===== src/rtl/organ_pkg.sv =====
// rtl/organ_pkg.sv - shared widths, state encoding and note event type for the voice path
package organ_pkg;

   localparam int PITCH_W = 7;
   localparam int DUR_W   = 8;
   localparam int TICK_W  = 24;

   localparam logic [PITCH_W-1:0] PITCH_MAX = 7'h58;

   typedef enum logic {
      SEQ_IDLE,
      SEQ_PLAY
   } seq_state_t;

   typedef struct packed {
      logic [PITCH_W-1:0] pitch;
      logic [DUR_W-1:0]   dur;
   } note_evt_t;

   // Codes outside 0x01..PITCH_MAX are rests.
   function automatic logic is_playable(input logic [PITCH_W-1:0] p);
      return (p != '0) && (p <= PITCH_MAX);
   endfunction

endpackage


===== src/rtl/seq_fifo.sv =====
// rtl/seq_fifo.sv - first-word fall-through event FIFO for the note sequencer
module seq_fifo
   import organ_pkg::*;
#(
   parameter int DEPTH = 8
) (
   input  logic                     clk,
   input  logic                     rst_n,
   input  logic                     clear,
   input  logic                     push,
   input  logic                     pop,
   input  note_evt_t                wdata,
   output note_evt_t                rdata,
   output logic [$clog2(DEPTH):0]   count
);

   localparam int AW = $clog2(DEPTH);
   localparam int CW = AW + 1;

   note_evt_t        mem [DEPTH];
   logic [AW-1:0]    wr_ptr;
   logic [AW-1:0]    rd_ptr;
   logic             push_ok;
   logic             pop_ok;

   // Guard against overflow/underflow locally so the FIFO stays consistent on its own.
   assign push_ok = push && !clear && (count != CW'(DEPTH));
   assign pop_ok  = pop  && !clear && (count != '0);
   assign rdata   = mem[rd_ptr];

   // Storage array; contents need no reset because count gates visibility.
   always_ff @(posedge clk) begin
      if (push_ok) begin
         mem[wr_ptr] <= wdata;
      end
   end

   // Pointers wrap naturally because DEPTH is a power of two; clear flushes everything.
   always_ff @(posedge clk or negedge rst_n) begin
      if (!rst_n) begin
         wr_ptr <= '0;
         rd_ptr <= '0;
         count  <= '0;
      end else if (clear) begin
         wr_ptr <= '0;
         rd_ptr <= '0;
         count  <= '0;
      end else begin
         if (push_ok) wr_ptr <= wr_ptr + AW'(1);
         if (pop_ok)  rd_ptr <= rd_ptr + AW'(1);
         case ({push_ok, pop_ok})
            2'b10:   count <= count + CW'(1);
            2'b01:   count <= count - CW'(1);
            default: count <= count;
         endcase
      end
   end

endmodule


===== src/rtl/note_sequencer.sv =====
// rtl/note_sequencer.sv - buffers note events and plays them at a programmable tempo
module note_sequencer
   import organ_pkg::*;
#(
   parameter int DEPTH = 8,
   parameter int ARTIC = 0
) (
   input  logic                     clk,
   input  logic                     rst_n,
   input  logic                     in_valid,
   output logic                     in_ready,
   input  logic [PITCH_W-1:0]       in_pitch,
   input  logic [DUR_W-1:0]         in_dur,
   input  logic [TICK_W-1:0]        tick_period,
   input  logic                     run,
   input  logic                     clear,
   output logic [PITCH_W-1:0]       fcw_addr,
   output logic                     gate,
   output logic                     note_start,
   output logic                     busy,
   output logic [$clog2(DEPTH):0]   fifo_count
);

   localparam int CW = $clog2(DEPTH) + 1;

   seq_state_t          state;
   seq_state_t          state_n;
   logic [DUR_W-1:0]    dur_cnt;
   logic [DUR_W-1:0]    dur_n;
   logic [TICK_W-1:0]   tick_cnt;
   logic [TICK_W-1:0]   tick_n;
   logic [PITCH_W-1:0]  addr_n;
   logic                gate_n;
   logic                start_n;
   logic                sounding;
   logic                snd_n;
   logic                long_note;
   logic                long_n;
   logic                push;
   logic                pop;
   logic                load;
   logic                tick;
   logic [TICK_W-1:0]   period;
   note_evt_t           wdata;
   note_evt_t           head;

   // in_ready only looks at the registered count, never at a same-cycle pop.
   assign in_ready    = (fifo_count != CW'(DEPTH));
   assign push        = in_valid && in_ready && !clear;
   assign wdata.pitch = in_pitch;
   assign wdata.dur   = in_dur;
   assign busy        = (state == SEQ_PLAY);

   // A zero period behaves as one; ">=" makes a shortened period tick on the next cycle.
   assign period = (tick_period == '0) ? TICK_W'(1) : tick_period;
   assign tick   = (tick_cnt >= (period - TICK_W'(1)));

   seq_fifo #(
      .DEPTH (DEPTH)
   ) u_fifo (
      .clk   (clk),
      .rst_n (rst_n),
      .clear (clear),
      .push  (push),
      .pop   (pop),
      .wdata (wdata),
      .rdata (head),
      .count (fifo_count)
   );

   // Next-state: idle/play sequencing, tick and duration counting, event loading.
   always_comb begin
      state_n = state;
      dur_n   = dur_cnt;
      tick_n  = tick_cnt;
      addr_n  = fcw_addr;
      snd_n   = sounding;
      long_n  = long_note;
      start_n = 1'b0;
      pop     = 1'b0;
      load    = 1'b0;
      gate_n  = 1'b0;

      if (clear) begin
         state_n = SEQ_IDLE;
         dur_n   = '0;
         tick_n  = '0;
         addr_n  = '0;
         snd_n   = 1'b0;
         long_n  = 1'b0;
      end else begin
         case (state)
            SEQ_IDLE: begin
               if (run && (fifo_count != '0)) load = 1'b1;
            end
            SEQ_PLAY: begin
               if (run) begin
                  if (tick) begin
                     tick_n = '0;
                     dur_n  = dur_cnt - DUR_W'(1);
                     if (dur_cnt == DUR_W'(1)) begin
                        if (fifo_count != '0) begin
                           load = 1'b1;
                        end else begin
                           state_n = SEQ_IDLE;
                           addr_n  = '0;
                           snd_n   = 1'b0;
                           long_n  = 1'b0;
                        end
                     end
                  end else begin
                     tick_n = tick_cnt + TICK_W'(1);
                  end
               end
            end
            default: state_n = SEQ_IDLE;
         endcase

         if (load) begin
            pop    = 1'b1;
            tick_n = '0;
            if (head.dur == '0) begin
               state_n = SEQ_IDLE;
               dur_n   = '0;
               addr_n  = '0;
               snd_n   = 1'b0;
               long_n  = 1'b0;
            end else begin
               state_n = SEQ_PLAY;
               dur_n   = head.dur;
               addr_n  = is_playable(head.pitch) ? head.pitch : '0;
               snd_n   = is_playable(head.pitch);
               long_n  = (head.dur > DUR_W'(1));
               start_n = 1'b1;
            end
         end
      end

      // Gate follows the sounding note, dropped while paused and in the articulation gap.
      gate_n = (state_n == SEQ_PLAY) && run && snd_n &&
               !((ARTIC != 0) && long_n && (dur_n == DUR_W'(1)));
   end

   // State, counters and registered outputs.
   always_ff @(posedge clk or negedge rst_n) begin
      if (!rst_n) begin
         state      <= SEQ_IDLE;
         dur_cnt    <= '0;
         tick_cnt   <= '0;
         fcw_addr   <= '0;
         gate       <= 1'b0;
         note_start <= 1'b0;
         sounding   <= 1'b0;
         long_note  <= 1'b0;
      end else begin
         state      <= state_n;
         dur_cnt    <= dur_n;
         tick_cnt   <= tick_n;
         fcw_addr   <= addr_n;
         gate       <= gate_n;
         note_start <= start_n;
         sounding   <= snd_n;
         long_note  <= long_n;
      end
   end

endmodule


===== config.mk =====
export PLATFORM = sky130hd
export DESIGN_NAME = note_sequencer
export DESIGN_NICKNAME = d
export VERILOG_FILES = /design/src/rtl/organ_pkg.sv /design/src/rtl/seq_fifo.sv /design/src/rtl/note_sequencer.sv
export SDC_FILE = /design/constraint.sdc
export NUM_CORES = 1
export LEC_CHECK = 0
export BUFFER_PORTS_ARGS = -buffer_cell sky130_fd_sc_hd__buf_2
export CORE_UTILIZATION = 30
export DETAILED_ROUTE_END_ITERATION = 16
export GPL_TIMING_DRIVEN = 0
export PLACE_DENSITY_LB_ADDON = 0.3
export SETUP_SLACK_MARGIN = 0.3
export SLEW_MARGIN = 10
export SYNTH_ARGS = -nofsm -noshare
export SYNTH_HDL_FRONTEND = slang
export SYNTH_SLANG_ARGS = --single-unit
export TNS_END_PERCENT = 100

===== constraint.sdc =====
create_clock -name clk -period 4.04 [get_ports clk]
set_input_delay 0.606 -clock clk [delete_from_list [all_inputs] [get_ports clk]]
set_output_delay 0.606 -clock clk [all_outputs]
set_load 0.01 [all_outputs]

# After elaboration in Yosys (flattened, before gate mapping)
# Memory sizes are Yosys's and may differ from the RTL's.
# Cells that the tools add are included.
# totals
ramBits	120
output_inout_bits	15
word_cells	106
register_bits	53
n_memories	1
# op_classes
addsub	7
eq_ne	5
n_reduce_logical	25
n_mux	55
magnitude_cmp	2
n_bitwise	1
# mem_list
memory	depth	word_bits	read_ports	rd_clocked_by_memory_dff	write_ports	line_no	source
u_fifo.mem	8	15	1	0	1	seq_fifo.sv:20	note_evt_t mem [DEPTH];
# ops
op	count
$mux 24	6
$mux 7	9
$mux 8	6
$mux 1	27
$add 24x1->24 const B	1
$ge 24x24->1	1
$logic_not 24->1	1
$sub 24x1->24 const B	1
$reduce_bool 3->1	5
$mux 3	4
$logic_and 1x1->1	10
$eq 8x1->1 const B	1
$logic_not 8->1	1
$pmux 4 s2	1
$sub 8x1->8 const B	1
$le 7x7->1 const B	1
$reduce_bool 7->1	1
$add 3x1->3 const B	2
$reduce_and 5->1	1
$add 4x1->4 const B	1
$mux 4	1
$ne 4x4->1 const B	1
$reduce_bool 2->1	2
$reduce_bool 4->1	1
9 further kinds	9

# Logic depth before layout (Yosys ltp)
# logic_depth
ltp_word	15
depth_mapped	24
ltp_nobuf	23

# By module
# A second synthesis with hierarchy kept.
# unflattened
cells_unflattened	623
hier_area_um2	8493.1
# by_module_without_submodules
mod	instances	cells_each	area_each_um2
seq_fifo	1	252	5228.8
note_sequencer	1	371	3264.4

# Worst setup path before layout
# No wires, ideal clock.
# synth_timing
path_type	input to register
from	input port tick_period[10]
to	register u_fifo.count[3]
setup_time_ps	125
path_buffers	1
t_arrival_ps	4940
stages	21
slack_ps	-1024
path_cell_list	or4_1 nor4_2 a41oi_1 ha_1 nand2b_1 nor2b_1 nand2_1 nor3_1 xnor2_1 ha_1 nand4_1 a2111o_1 o211ai_4 a21oi_2 buf_2 nor2_1 ha_1 a31oi_1 nor2_1 mux2i_1 mux2_2
# synth_between
elab_chain_len	15
elab_cells_between_ends	17
classes_between	add/sub: 1; order compare: 1; eq/ne: 2; mux: 9; reduce/logical: 4
# synth_rtl
item	line_no	source
from (decl)	note_sequencer.sv:14	input logic [TICK_W-1:0] tick_period,
$logic_not 24->1	note_sequencer.sv:55	assign period = (tick_period == '0) ? TICK_W'(1) : tick_period;
$mux 24 *	note_sequencer.sv:55	
$sub 24x1->24 *	note_sequencer.sv:56	assign tick = (tick_cnt >= (period - TICK_W'(1)));
$ge 24x24->1 *	note_sequencer.sv:56	
$mux 1 *	note_sequencer.sv:98	if (tick) begin
$mux 1 *	note_sequencer.sv:97	if (run) begin
$pmux 1 s2 *	note_sequencer.sv:92	case (state)
$mux 1 *	note_sequencer.sv:84	if (clear) begin
$mux 1 *	note_sequencer.sv:119	if (load) begin
$mux 1 *	note_sequencer.sv:84	
$logic_and 1x1->1 * (2 in a row)	seq_fifo.sv:28	assign pop_ok = pop && !clear && (count != '0);
$eq 2x1->1 / $eq 2x2->1 (equally long branches)	seq_fifo.sv:51	case ({push_ok, pop_ok})
$pmux 4 s2	seq_fifo.sv:51	
$mux 4	seq_fifo.sv:44	end else if (clear) begin
to (signal assigned)	seq_fifo.sv:52	2'b10: count <= count + CW'(1);
to (signal assigned)	seq_fifo.sv:53	2'b01: count <= count - CW'(1);
to (signal assigned)	seq_fifo.sv:54	default: count <= count;
to (decl)	seq_fifo.sv:14	output logic [$clog2(DEPTH):0] count
# Every way passes the cells marked *; elsewhere a longest branch is shown, timed or not. The select of a mux whose other input is x is not followed.
# A chain may end at the register's enable or synchronous reset.

# Worst setup path after layout
# layout_timing
from	input port tick_period[20]
to	register u_fifo.count[3]
# Same word-level chain as after synthesis.

==> run metrics <==
status complete, but fails checks; failing checks negative setup slack; starting density of the core 0.305; clk_lat worst skew 0.43 ns; initial antenna violation count 1; remaining antenna violation count 0; Hold Buf Count CTS 0; Cell Area, Synth 0.00845 mm²; Tcrit/Tclk final 1.14; Layout Nets 809; Worst-path clk slew 0.07 ns; max cap viols 0; clock tree root driver cell clkbuf_16; slowest stage delay, CP 0.55 ns; TritonCTS Buffers 17; register share of total power 0.416; CP max stage cell or4_4; I/O Buffers 57; post-synth top area share 0.427; Remaining DRCs 0; pre-CTS WS -1.35 ns; final setup violation count 23; CTS Buffer Depth 2; Vias 5,279; Max-slew headroom 0.425; vias in the first global route 5,153; area grow syn2layout 21.8%; Core ar. 0.0277 mm²; clock share of power 0.319; GRT busiest layer met2; GR Util met3 0.0275; R2R Setup Slk 0.87 ns; Avg Inst Size Synth 13.4 µm²; Crit Path Category input pin to flip-flop; Mapped Cells 631; GRT overflow 0; CP top delay family simple AND/OR/NAND/NOR gates; Worst Setup Start Kind input pin; H-Tree Depth 4; number of flops mapped to enable cells by yosys 120; Synth Area in Compound Gates 0.0698; post-synthesis mux area share 0.107; Seq/Total Area, Yosys 0.584; Final Wtd Congestion 0.739; Via density 4.70; Synth Area in XOR/XNOR 0.0498; Pre-Repair DR Iteration Count 4; Fmax achieved 0.216 GHz; Worst Path Buf+Inv 3; share of layout cells above drive strength 1 0.277; CTS tree yes; die area 0.0288 mm²; WP data arrival 4.94 ns; placed wire-length estimate 13,000 µm; leakage power 3.68 nW; critical-path cell list buf_6 -> or4_4 -> nor4_4 -> a41oi_2 -> ha_2 -> nand2b_4 -> nor2b_4 -> nand2_4 -> nor3_2 -> xnor2_1 -> ha_1 -> nand4_1 -> a2111o_1 -> o211ai_4 -> a21oi_4 -> buf_6 -> nor2_4 -> buf_4 -> ha_4 -> a31oi_1 -> nor2_1 -> mux2i_1 -> mux2_2; met2 Use GR 0.205; Synth Area in Simple Gates 0.125; RSZ-0062 raised after global routing yes; clk_skew 0.0106 ns; clk sinks 173; synth warn 0; CP Launch Point tick_period[20]; final worst slack -0.581 ns; syn_nets 707; Core Rows 61; GRT Total Usage 0.133; slew of the pin with the lowest slew margin 0.858 ns; DIE HEIGHT 170 µm; CP required 4.35 ns; largest net degree at the start of global routing 54; total power 0.00513 W; Max VDD drop 0.324 mV; PD cells 498 mW/mm²; Iter 0 DRT Violations 296; R2R Path Start tick_cnt[0]; crit-path most repeated cell buf_6; Sw Pwr 0.00156 W; Period minus WS final 4.62 ns; Main synth FF type edfxtp_1; IO Count 59; Wirelength per Cell 16.2 µm; FF+latch count, synth 173; Final Max Slew Viols 0; Worst Hold Class input pin to asynchronous set/reset pin; die extent in x 170 µm; largest family of logic cells by synthesized area simple AND/OR/NAND/NOR gates; internal power 0.00357 W; Synth area leader edfxtp_1; Max FO, Critical Path 5; final hold vios 0; sw frac 0.305; post-synthesis adder-cell area fraction 0.0474; met1 Resource Use GR 0.186; setup tns final -4.14 ns; Comb pwr share 0.266; first-pass GRT wire length 28,900 µm; overall routed net length 18,200 µm; Yosys cell types 64; ANT cells 0; main area contributors after synthesis edfxtp_1 43%, dfrtp_1 16%, mux4_2 8.0%; FFs w/ async S/R, synth 0.306; crit end category flip-flop
## worst register-to-register path: stages, from the launching register on
cell and delay, ns:
dfrtp_1 0.44, inv_1 0.07, ha_1 0.28, nand2b_4 0.14, a2111oi_2 0.36, o311a_2 0.24, o211ai_4 0.12, a21oi_4 0.16
buf_6 0.12, nor2_4 0.04, buf_4 0.14, ha_4 0.27, o21ai_1 0.06, and3b_1 0.16, mux2i_1 0.13, mux2_2 0.34
## cell families after synthesis
kind of cell / after synthesis
xor gates and xnor gates: 48
AOI/OAI and AO/OA: 78
and+or+nand+nor: 215
buffers and inverters: 33
DFF: 173
muxes: 52
adders and majority gates: 32
## routing by layer
metal / routed length [µm] / vias up / part of all wire
li1: - / 2608 / -
met1: 9010 / 2581 / 0.49
met2: 8430 / 77 / 0.46
met3: 625 / 13 / 0.034
met4: 178 / 0 / 0.0098
met5: 0 / - / 0
## final cells by class
| class | count | area [µm²] |
|---|---|---|
| Fill cell | 2644 | 17400 |
| Buffer | 20 | 128 |
| Timing Repair Buffer | 83 | 558 |
| Sequential cell | 173 | 4930 |
| Inverter | 13 | 48.8 |
| Clock buffer | 18 | 429 |
| Tap cell | 378 | 473 |
| Clock inverter | 13 | 156 |
| Multi-Input combinational cell | 425 | 3560 |
## metrics by stage
| step | instances | hold slack, ns | area (µm²) | utilization |
|---|---|---|---|---|
| after global placement | 1066 | 0.469 | 9330 | 0.337 |
| after floorplan | 631 | 0.310 | 8570 | - |
| after global routing | 1123 | 0.258 | 10300 | 0.371 |
| final | 1123 | 0.214 | 10300 | 0.371 |
| after detailed placement | 1074 | 0.468 | 9460 | 0.341 |
| after CTS | 1119 | 0.434 | 10200 | 0.368 |
## layout by cell type (no fill, tap or decap), types with 5 or more instances in the layout
| cell | n |
|---|---|
| nand2b_1 | 6 |
| and3_1 | 5 |
| mux2i_1 | 18 |
| nand3_1 | 20 |
| o2bb2ai_1 | 7 |
| o21ai_0 | 9 |
| clkbuf_1 | 9 |
| xor2_1 | 22 |
| mux4_2 | 30 |
| ha_1 | 29 |
| nor3_1 | 19 |
| buf_4 | 23 |
| edfxtp_1 | 120 |
| nor2_2 | 8 |
| buf_8 | 7 |
| a21oi_1 | 19 |
| buf_6 | 9 |
| nand4_1 | 9 |
| buf_2 | 53 |
| clkbuf_16 | 17 |
| nor2_1 | 59 |
| nand2_1 | 40 |
| or4_4 | 5 |
| inv_1 | 13 |
| o21a_1 | 8 |
| xnor2_1 | 26 |
| dfrtp_1 | 53 |
| nor4_1 | 7 |
## registers in the layout (all words and copies together), names as in the netlist
| name | count |
|---|---|
| dur_cnt | 8 |
| u_fifo.mem | 120 |
| fcw_addr | 7 |
| u_fifo.wr_ptr | 3 |
| u_fifo.count | 4 |
| gate | 1 |
| tick_cnt | 24 |
| sounding | 1 |
| u_fifo.rd_ptr | 3 |
| busy | 1 |
| note_start | 1 |
## synth_stat cells, types with 13 or more instances
master / n
edfxtp_1: 120
nor2_1: 68
dfrtp_1: 53
nand2_1: 43
ha_1: 32
mux4_2: 30
xnor2_1: 26
nor3_1: 23
xor2_1: 22
nand3_1: 20
a21oi_1: 19
mux2i_1: 18
inv_1: 13
## final timing paths
path	cells past startpoint	to
setup / recovery	23	u_fifo.count[3]
hold / removal	1	tick_cnt[18]
setup reg to reg	15	u_fifo.count[3]
hold reg to reg	1	fcw_addr[3]
max in group asynchronous	1	dur_cnt[0]
min in group clk	1	u_fifo.mem[3][11]
## what timing repair did
item                                    4_1_cts  5_1_grt
gates resized for setup                      13       14
endpoints found under the hold margin         0        0
buffers inserted                             14        4
pin swaps                                    12       14
endpoints found under the setup margin       49       50
## power by group through the flow
stage          sequential, W  clock, W  combinational, W
2_1_floorplan        0.00216         0          0.000885
3_3_place_gp         0.00217         0           0.00125
3_5_place_dp         0.00217         0           0.00126
4_1_cts              0.00213   0.00167           0.00133
5_1_grt              0.00215   0.00174           0.00151
6_report             0.00213   0.00163           0.00136
(Power assumes the default switching activity.)
